`config.mk`:
```
export PLATFORM = sky130hd
export DESIGN_NAME = imem_boot_loader
export DESIGN_NICKNAME = d
export VERILOG_FILES = /design/src/rtl/imem_boot_loader_pkg.sv /design/src/rtl/imem_word_assembler.sv /design/src/rtl/imem_boot_loader.sv
export SDC_FILE = /design/constraint.sdc
export NUM_CORES = 1
export LEC_CHECK = 0
export ABC_AREA = 1
export BUFFER_PORTS_ARGS = -buffer_cell sky130_fd_sc_hd__buf_2
export CORE_ASPECT_RATIO = 2
export CORE_MARGIN = 2
export CORE_UTILIZATION = 25
export CTS_CLUSTER_DIAMETER = 120
export CTS_CLUSTER_SIZE = 24
export DETAILED_ROUTE_END_ITERATION = 8
export HOLD_SLACK_MARGIN = 0.15
export MAX_ROUTING_LAYER = met4
export PLACE_DENSITY = 0.43
export SLEW_MARGIN = 10
export SYNTH_ARGS = -nofsm -noshare
export SYNTH_HDL_FRONTEND = slang
export SYNTH_SLANG_ARGS = --single-unit
export TNS_END_PERCENT = 30
```
`constraint.sdc`:
```
create_clock -name clk -period 4.9 [get_ports clk]
set_input_delay 0.49 -clock clk [delete_from_list [all_inputs] [get_ports clk]]
set_output_delay 0.49 -clock clk [all_outputs]
set_load 0.1 [all_outputs]
```
`src/rtl/imem_boot_loader_pkg.sv`:
```
// Shared types and constants for the instruction-memory boot loader.
package imem_boot_loader_pkg;

  localparam int unsigned BYTE_W         = 8;
  localparam int unsigned WORD_W         = 32;
  localparam int unsigned ADDR_W_DEFAULT = 8;
  localparam int unsigned HDR_BYTES      = 2;

  localparam logic [WORD_W-1:0] NOP_WORD_DEFAULT = 32'h0000_0000;

  typedef enum logic [2:0] {
    ST_IDLE = 3'd0,
    ST_HDR  = 3'd1,
    ST_DATA = 3'd2,
    ST_CHK  = 3'd3,
    ST_RUN  = 3'd4,
    ST_ERR  = 3'd5
  } state_e;

endpackage

```
`src/rtl/imem_word_assembler.sv`:
```
// Shifts bytes MSB-first into a 32-bit word; flags the fourth byte of each word.
module imem_word_assembler
  import imem_boot_loader_pkg::*;
(
  input  logic              clk,
  input  logic              rst_n,
  input  logic              clr,
  input  logic              byte_en,
  input  logic [BYTE_W-1:0] byte_in,
  output logic [WORD_W-1:0] word_c,
  output logic              word_done_c
);

  localparam int unsigned ACC_W = WORD_W - BYTE_W;

  logic [ACC_W-1:0] acc_q;
  logic [1:0]       cnt_q;

  assign word_c      = {acc_q, byte_in};
  assign word_done_c = byte_en & (cnt_q == 2'd3);

  // clr has priority so a restart drops any byte presented in the same cycle
  always_ff @(posedge clk or negedge rst_n) begin
    if (!rst_n) begin
      acc_q <= '0;
      cnt_q <= '0;
    end else if (clr) begin
      acc_q <= '0;
      cnt_q <= '0;
    end else if (byte_en) begin
      acc_q <= word_c[ACC_W-1:0];
      cnt_q <= cnt_q + 2'd1;
    end
  end

endmodule

```
`src/rtl/imem_boot_loader.sv`:
```
// Loads a byte-stream program into instruction memory, then hands the read port to fetch.
// Optional trailing XOR checksum byte when IMEM_LOAD_CHECKSUM_EN is defined.
module imem_boot_loader
  import imem_boot_loader_pkg::*;
#(
  parameter int unsigned       ADDR_W   = ADDR_W_DEFAULT,
  parameter logic [WORD_W-1:0] NOP_WORD = NOP_WORD_DEFAULT
) (
  input  logic              clk,
  input  logic              rst_n,
  input  logic              start,
  input  logic              rx_valid,
  input  logic [BYTE_W-1:0] rx_data,
  output logic              rx_ready,
  input  logic [31:0]       cpu_addr,
  output logic [WORD_W-1:0] cpu_instr,
  output logic              cpu_stall,
  output logic [ADDR_W-1:0] mem_addr,
  input  logic [WORD_W-1:0] mem_rdata,
  output logic              mem_we,
  output logic [ADDR_W-1:0] mem_waddr,
  output logic [WORD_W-1:0] mem_wdata,
  output logic              load_err,
  output logic [ADDR_W:0]   words_loaded
);

  localparam int unsigned CNT_W = ADDR_W + 1;
  localparam int unsigned DEPTH = 1 << ADDR_W;
  localparam int unsigned N_W   = HDR_BYTES * BYTE_W;

  state_e            state_q, state_d;
  logic              hdr_cnt_q;
  logic [BYTE_W-1:0] hdr_hi_q;
  logic [N_W-1:0]    n_words_q;
  logic              last_pend_q;
  logic              rx_ready_d;

  logic              byte_hs_c, data_byte_c, finish_c;
  logic [N_W-1:0]    n_hdr_c;
  logic              hdr_bad_c, last_word_c;
  logic [WORD_W-1:0] word_c;
  logic              word_done_c;
  logic              unused_addr_c;

`ifdef IMEM_LOAD_CHECKSUM_EN
  logic [BYTE_W-1:0] csum_q;
`endif

  // start beats any byte offered in the same cycle
  assign byte_hs_c   = rx_valid & rx_ready & ~start;
  assign data_byte_c = byte_hs_c & (state_q == ST_DATA);
  assign n_hdr_c     = {hdr_hi_q, rx_data};
  assign hdr_bad_c   = (n_hdr_c == '0) || (32'(n_hdr_c) > DEPTH);
  assign last_word_c = (17'(words_loaded) + 17'd1) == 17'(n_words_q);
  assign finish_c    = word_done_c & last_word_c;

  imem_word_assembler u_asm (
    .clk         (clk),
    .rst_n       (rst_n),
    .clr         (start),
    .byte_en     (data_byte_c),
    .byte_in     (rx_data),
    .word_c      (word_c),
    .word_done_c (word_done_c)
  );

  // read port belongs to fetch only once the program is in place
  assign cpu_instr     = cpu_stall ? NOP_WORD : mem_rdata;
  assign mem_addr      = cpu_stall ? mem_waddr : cpu_addr[ADDR_W+1:2];
  assign unused_addr_c = ^{cpu_addr[31:ADDR_W+2], cpu_addr[1:0]};

  always_comb begin
    state_d    = state_q;
    rx_ready_d = 1'b0;
    if (start) begin
      state_d = ST_HDR;
    end else begin
      case (state_q)
        ST_HDR: begin
          if (byte_hs_c && (hdr_cnt_q == 1'(HDR_BYTES - 1)))
            state_d = hdr_bad_c ? ST_ERR : ST_DATA;
        end
        ST_DATA: begin
          // last word's write is in flight this cycle
          if (last_pend_q) begin
`ifdef IMEM_LOAD_CHECKSUM_EN
            state_d = ST_CHK;
`else
            state_d = ST_RUN;
`endif
          end
        end
`ifdef IMEM_LOAD_CHECKSUM_EN
        ST_CHK: begin
          if (byte_hs_c)
            state_d = (rx_data == csum_q) ? ST_RUN : ST_ERR;
        end
`endif
        default: state_d = state_q;
      endcase
    end
    case (state_d)
      ST_HDR, ST_CHK: rx_ready_d = 1'b1;
      ST_DATA:        rx_ready_d = ~finish_c & ~last_pend_q;
      default:        rx_ready_d = 1'b0;
    endcase
  end

  always_ff @(posedge clk or negedge rst_n) begin
    if (!rst_n) begin
      state_q      <= ST_IDLE;
      rx_ready     <= 1'b0;
      cpu_stall    <= 1'b1;
      mem_we       <= 1'b0;
      mem_waddr    <= '0;
      mem_wdata    <= '0;
      load_err     <= 1'b0;
      words_loaded <= '0;
      hdr_cnt_q    <= 1'b0;
      hdr_hi_q     <= '0;
      n_words_q    <= '0;
      last_pend_q  <= 1'b0;
`ifdef IMEM_LOAD_CHECKSUM_EN
      csum_q       <= '0;
`endif
    end else begin
      state_q   <= state_d;
      rx_ready  <= rx_ready_d;
      cpu_stall <= (state_d != ST_RUN);
      mem_we    <= 1'b0;
      if (start) begin
        load_err     <= 1'b0;
        words_loaded <= '0;
        hdr_cnt_q    <= 1'b0;
        last_pend_q  <= 1'b0;
`ifdef IMEM_LOAD_CHECKSUM_EN
        csum_q       <= '0;
`endif
      end else begin
        if (mem_we)
          words_loaded <= words_loaded + CNT_W'(1);
        if (byte_hs_c && (state_q == ST_HDR)) begin
          hdr_cnt_q <= ~hdr_cnt_q;
          if (hdr_cnt_q == 1'(HDR_BYTES - 1))
            n_words_q <= n_hdr_c;
          else
            hdr_hi_q <= rx_data;
        end
`ifdef IMEM_LOAD_CHECKSUM_EN
        if (data_byte_c)
          csum_q <= csum_q ^ rx_data;
`endif
        if (word_done_c) begin
          mem_we      <= 1'b1;
          mem_waddr   <= words_loaded[ADDR_W-1:0];
          mem_wdata   <= word_c;
          last_pend_q <= last_word_c;
        end
        if (state_d == ST_ERR)
          load_err <= 1'b1;
      end
    end
  end

endmodule

```
==> results by group, run 1 <==
Status
  • Status: completed

Worst hold path
  • Hold Crit Class: in2async

Global routing
  • Largest net degree at the start of global routing: 69
  • Gr usage total: 13.8%
  • Vias in the first global route: about 4200
  • Remaining Overflow, GRT: 0
  • First-pass GRT wire length: about 21000 microns
  • Antenna violations before repair: 0

Logic synthesis
  • Largest family of logic cells by synthesized area: simple AND/OR/NAND/NOR gates
  • Post-synth ARST share: 100%
  • Flops & latches, synth: between 100 and 150
  • Mean cell area of the mapped netlist: 8.59 sq um
  • Post-synth cell types: 29
  • Mapped Nets: roughly 640
  • Post-synth EDFFs: 0
  • Cell count after synthesis: 560
  • Sequential share of the synthesized area: between 50% and 60%
  • Post-Synth Simple-Gate Area: between 15 and 20%
  • Adder-cell share of the synthesized area: less than 1%
  • Post-synth top area cell: dfrtp_1
  • Post-Synth XOR/XNOR Area: less than 1%
  • Top-count cell post-synth: nand2_1
  • Mux cell area share after synthesis: under 10%
  • Main synth FF type: dfrtp_1
  • Netlist Area Pre-Place: ~4800 sq um
  • YS warnings: 0
  • Synth top area share: about 56%
  • Most frequent cells after synthesis: nand2_1 (120), dfrtp_1 (107), inv_1 (100), o21ai_0 (66), nor2_1 (51)
  • Synth area leaders: dfrtp_1 (56%), nand2_1 (9.4%), inv_1 (7.8%), o21ai_0 (6.9%), o22ai_1 (4.0%)
  • Synth Area in Compound Gates: between 10% and 20%

Detailed routing
  • Post-route ant nets: 0
  • Vias per cell: around 4.3
  • DRT Wirelength: roughly 14000 microns
  • Via count: approximately 4200
  • Drt pass-1 iters: 6
  • Routed len/inst: around 14 microns
  • Detailed Route Iter0 Violations: roughly 190
  • Remaining DRCs: 0

Clocking
  • Hold_buf cts: 0
  • CTS tree: done
  • H-tree levels: 3
  • TritonCTS buffer count: 9
  • Post-cts sizing count: 0
  • Clock-pin slew on the worst setup and hold paths: 0.08 ns
  • Clock Path Buffers: 2
  • Clock sink count: around 110
  • Postcts setup bufs: 0
  • Root Driver: clkbuf_16
  • Clk_lat worst skew: around 0.35 ns

Power and ir drop
  • Pwr/cell area: 334 nW/um^2
  • P_leak: 0.00325 uW
  • Max VDD drop: ~0.00020 V

STA
  • RSZ-0062 raised after global routing: no
  • Period utilization: between 50% and 60%
  • Fin. max-slew vios: 0
  • Final setup viols: 0
  • Tmin final: approximately 2.5 ns
  • Achievable Freq: about 0.39 GHz
  • Slew @ Worst Pin: 1.01 ns
  • Final hold violation count: 0
  • Clk_skew: roughly 0.014 ns
  • Hold WS: 0.252 ns
  • Worst slew margin: 32.8%
  • Setup TNS: 0 ns

Worst setup path
  • CP arrival: around 2.1 ns
  • Worst path required time: around 4.4 ns
  • CP Class: reg2out
  • CP Capture Type: primary output
  • CP max FO: a little over 40
  • Worst setup SP type: flip-flop

Floorplanning
  • Core Rows: just over 70
  • I/O Pins: 169
  • Initial Utilization: approximately 26%
  • Die Y: 200 microns
  • CORE AREA: approximately 19000 sq um
  • Die area: roughly 20000 sq um
  • Die W: a little over 100 microns

Placed design
  • Detailed Place HPWL: slightly above 10000 microns
  • Dpl cell area: approximately 5800 sq um
  • Port Buf Inserts: 144
  • GP Congestion: approximately 0.80

Cells and area
  • Share of cells above drive strength 1: ~27%
  • P&R area growth vs syn: 26.8%
  • Post-layout nets: 775
  • Ant. Diodes: 0
  • Fill cells: 2039
  • Finished Cell Area: approximately 6100 sq um

Run
  • Max-cap violations: 0
-- report_power, final --
part           leakage (uW)  switching [uW]  internal (uW)
Combinational       0.00164             154           92.8
Sequential          0.00145            49.6            975
Clock              0.000154             359            410
-- path summary, 6_finish.rpt --
kind                       cells after the start               to  slack (ns)       start
max                                            2      mem_addr[5]        2.36   cpu_stall
min                                            1  u_asm.acc_q[18]        0.25       rst_n
max reg2reg                                    9         rx_ready        2.53  state_q[2]
min reg2reg                                    2         load_err        0.48    load_err
max in group asynchronous                      2  u_asm.acc_q[12]        3.53       rst_n
min in group clk                               3     n_words_q[5]        0.37  rx_data[5]
-- kinds of logic (layout without fill, tap and decap cells) --
family	count (synthesis)	after routing
AO/OA/AOI/OAI	104	104
multiplexers	12	12
XOR/XNOR	2	2
buffers and inverters	121	263
flip-flops	108	108
adder cells (fa/ha/maj)	2	2
AND/OR/NAND/NOR	211	211
-- worst max-delay path, stage by stage (launching register included) --
cell	delay [ns]
dfstp_2	0.99
mux2_2	0.27
buf_2	0.42
-- layout by cell type, fill, tap and decap left out, drive strengths merged --
cell type / count
nand4: 4
xor2: 1
clkbuf: 9
xnor2: 1
nor3: 3
a21oi: 4
nand3b: 1
buf: 146
nand3: 24
inv: 105
mux2: 12
dfrtp: 107
o22ai: 31
bufinv: 1
ha: 2
o21a: 2
nand2: 122
a32o: 1
dfstp: 1
o21ai: 66
clkinv: 2
nor2: 57
-- state kept, by name (all words and copies together), names as in the netlist --
register / count
mem_wdata: 32
u_asm.acc_q: 24
n_words_q: 16
words_loaded: 9
hdr_hi_q: 8
mem_waddr: 8
state_q: 3
u_asm.cnt_q: 2
cpu_stall: 1
hdr_cnt_q: 1
last_pend_q: 1
load_err: 1
mem_we: 1
rx_ready: 1
-- cell type report --
| class | instances | area, sq um | area share (%) |
|---|---|---|---|
| clock buffers | 9 | 225 | 3.69 |
| clock inverters | 7 | 90.1 | 1.48 |
| inverters | 101 | 379 | 6.21 |
| multi-input cells | 331 | 1650 | 27.0 |
| flip-flops and latches | 108 | 2700 | 44.3 |
| well taps | 255 | 319 | 5.23 |
| repair buffers | 146 | 738 | 12.1 |
-- through the flow --
stage,instances,utilization [%],power (uW),setup WS (ns)
global placement,941,30.7,1280,2.30
floorplan,560,-,1200,2.09
global route,957,32.4,2150,2.24
detailed placement,941,30.7,1290,2.29
CTS,957,32.4,2070,2.32
finish,957,32.4,2040,2.36
-- layer usage --
metal | track usage (%) | vias to the layer above | part of all wire, % | wire, microns
li1 | - | 2045 | - | -
met5 | - | - | 0 | 0
met3 | 2.44 | 31 | 5.3 | 722
met1 | 14.3 | 1933 | 39 | 5250
met4 | 5.43 | 0 | 2.9 | 388
met2 | 25.0 | 152 | 53 | 7160
Power figures use the tool's default switching activity.
==> run 2, diff against run 1 <==
PLACE_DENSITY = 0.44   (was 0.43)
clock period = 2.04 ns   (was 4.9 ns; I/O delays follow)
==> run 2 against run 1 <==
Via count increased by 1.2%. Clock skew decreased by 0.0073 ns. Worst hold slack worse by 0.029 ns. Critical path depth grew 1. Critical path type unchanged. Largest cell class unchanged. Largest power group unchanged. Highest routed layer unchanged.
==> results by group, run 2 (same netlist as run 1, synthesis figures left out) <==
Cells and area
  • Share of cells above drive strength 1: between 30% and 40%
  • Largest regs: mem_wdata: 32 flops, u_asm.acc_q: 24 flops, n_words_q: 16 flops
  • Post-layout nets: between 700 and 800
  • Ant. Diodes: 0
  • Biggest register: mem_wdata
  • Commonest non-fill, non-tap cell in the layout: buf_2
  • Fin cells: a little under 1000
  • Largest register FFs: 32
  • Commonest non-fill, non-tap cells in the layout: buf_2 (134), nand2_1 (120), dfrtp_1 (105)
  • P&R area growth vs syn: 34.5%

STA
  • Worst slew margin: 66.0%
  • Final hold violation count: 0
  • Clk_skew: 0.00674 ns
  • Slew @ Worst Pin: a little over 0.5 ns
  • RSZ-0062 raised after global routing: no
  • Setup TNS: 0 ns
  • Achievable Freq: about 0.52 GHz
  • Hold WS: 0.222 ns
  • Final setup viols: 0
  • Fin. max-slew vios: 0
  • Period utilization: 95.0%
  • Tmin final: between 1.5 and 2 ns

Floorplanning
  • Die Y: around 200 microns
  • I/O Pins: ~170
  • Die W: slightly above 100 microns
  • CORE AREA: approximately 19000 sq um
  • Core Rows: slightly above 70
  • Initial Utilization: between 20% and 30%
  • Die area: around 20000 sq um

Global routing
  • Antenna violations before repair: 0
  • First-pass GRT wire length: 22800 microns
  • Vias in the first global route: between 4000 and 5000
  • Gr usage total: between 10% and 20%
  • Remaining Overflow, GRT: 0
  • Largest net degree at the start of global routing: 65

Clocking
  • Clock-pin slew on the worst setup and hold paths: ~0.070 ns
  • H-tree levels: 3
  • Clk_lat worst skew: approximately 0.35 ns
  • Clock sink count: about 110
  • Root Driver: clkbuf_16
  • CTS tree: done
  • Clock Path Buffers: 2
  • Postcts setup bufs: 0
  • TritonCTS buffer count: 9

Placed design
  • GP Congestion: 0.806
  • Placed cell count: between 900 and 1000
  • Port Buf Inserts: approximately 140
  • Detailed Place HPWL: ~11000 microns

Detailed routing
  • Post-route ant nets: 0
  • Vias per cell: around 4.3
  • Wl on met1: 5270 microns
  • Via count: roughly 4200
  • DRT Wirelength: 14400 microns
  • Detailed Route Iter0 Violations: 212
  • Drt pass-1 iters: 6
  • Top sig layer: met4
  • Metal2 WL: about 8000 microns
  • Routed len/inst: approximately 15 microns
  • Remaining DRCs: 0
  • Met3 wire len: ~750 microns

Worst setup path
  • Crit. Startpoint: cpu_stall
  • Path depth of the worst reg2reg path: 12
  • Crit-path most repeated cell: buf_12
  • Crit-path cells: buf_12, mux2_2, buf_12
  • CP Class: reg2out
  • Critical-path top delay cell: dfstp_2
  • Reg-to-reg slack, setup: around 0.23 ns
  • CP Depth: 3
  • Worst Setup EP: mem_addr[6]
  • Worst setup SP type: flip-flop
  • Critical path buffers and inverters: 2
  • Worst path required time: 1.84 ns
  • CP Capture Type: primary output
  • Worst path max stage delay: 0.54 ns
  • Reg-to-reg endpoint: rx_ready
  • CP arrival: 1.73 ns
  • CP top delay family: flip-flops
  • CP max FO: 41
  • Reg2reg start: words_loaded[1]

Status
  • Status: completed

Run
  • Max-cap violations: 0

Worst hold path
  • Hold Crit Class: in2reg

Power and ir drop
  • Gate power share: between 10% and 20%
  • Net Sw Frac: 26.8%
  • Pwr/cell area: roughly 730 nW/um^2
  • P_leak: around 0.0033 uW
  • Switching pwr: 1260 uW
  • Max VDD drop: just under 0.0005 V
  • Pint: 3440 uW
  • Share of total power in the clock network: 34.2%
  • Sequential Power Share: between 50 and 60%
## run 2: worst min-delay path by stage
stage,end,slack [ns],cells after the start,startpoint
2_1_floorplan,hdr_cnt_q,-0.09,0,rst_n
3_3_place_gp,mem_wdata[20],0.16,1,rst_n
3_5_place_dp,u_asm.acc_q[19],0.16,1,rst_n
4_1_cts,hdr_hi_q[3],0.23,3,rx_data[3]
5_1_grt,mem_wdata[3],0.28,3,rx_data[3]
6_report,hdr_hi_q[3],0.22,3,rx_data[3]
## run 2: power groups by stage
stage	combinational, uW	sequential (uW)	clock (uW)
6_report	633	2460	1610
3_5_place_dp	636	2500	0
3_3_place_gp	619	2490	0
4_1_cts	652	2460	1660
5_1_grt	737	2480	1740
2_1_floorplan	379	2500	0
## run 2: per-stage QoR
step                      total power, uW  util [%]  instance area (sq um)  setup slack, ns
after floorplan                      2880         -                   4890           -0.271
after global placement               3110      32.5                   6130            0.233
after detailed placement             3140      32.5                   6130            0.193
after CTS                            4770      34.3                   6470           0.0691
after global routing                 4960      34.4                   6470         0.000674
final                                4700      34.4                   6470            0.102
## run 2: what timing repair did
| item | in CTS | in global routing |
|---|---|---|
| gates resized for setup | 0 | 3 |
| hold buffers | 8 | 0 |
| setup endpoints to repair | 0 | 2 |
| endpoints found under the hold margin | 33 | 0 |
## run 2: layout make-up
| cell class | instances | area [sq um] |
|---|---|---|
| repair buffers | 163 | 1080 |
| well taps | 255 | 319 |
| multi-input cells | 331 | 1730 |
| flip-flops and latches | 108 | 2710 |
| inverters | 101 | 379 |
| fillers | 2027 | 12400 |
| clock buffers | 12 | 246 |
| clock inverters | 2 | 12.5 |
## run 2: worst reg2reg max path, delay by kind of cell, from the launching register on
kind,cells,cell delay [ns]
flip-flops,1,0.41
adder cells (fa/ha/maj),1,0.23
AND/OR/NAND/NOR,10,0.99
AO/OA/AOI/OAI,1,0.07
## run 2: layer usage
layer	vias up	GRT usage, %
met3	22	2.48
met1	1956	14.9
li1	2074	-
met2	159	27.8
met5	-	-
met4	0	5.29
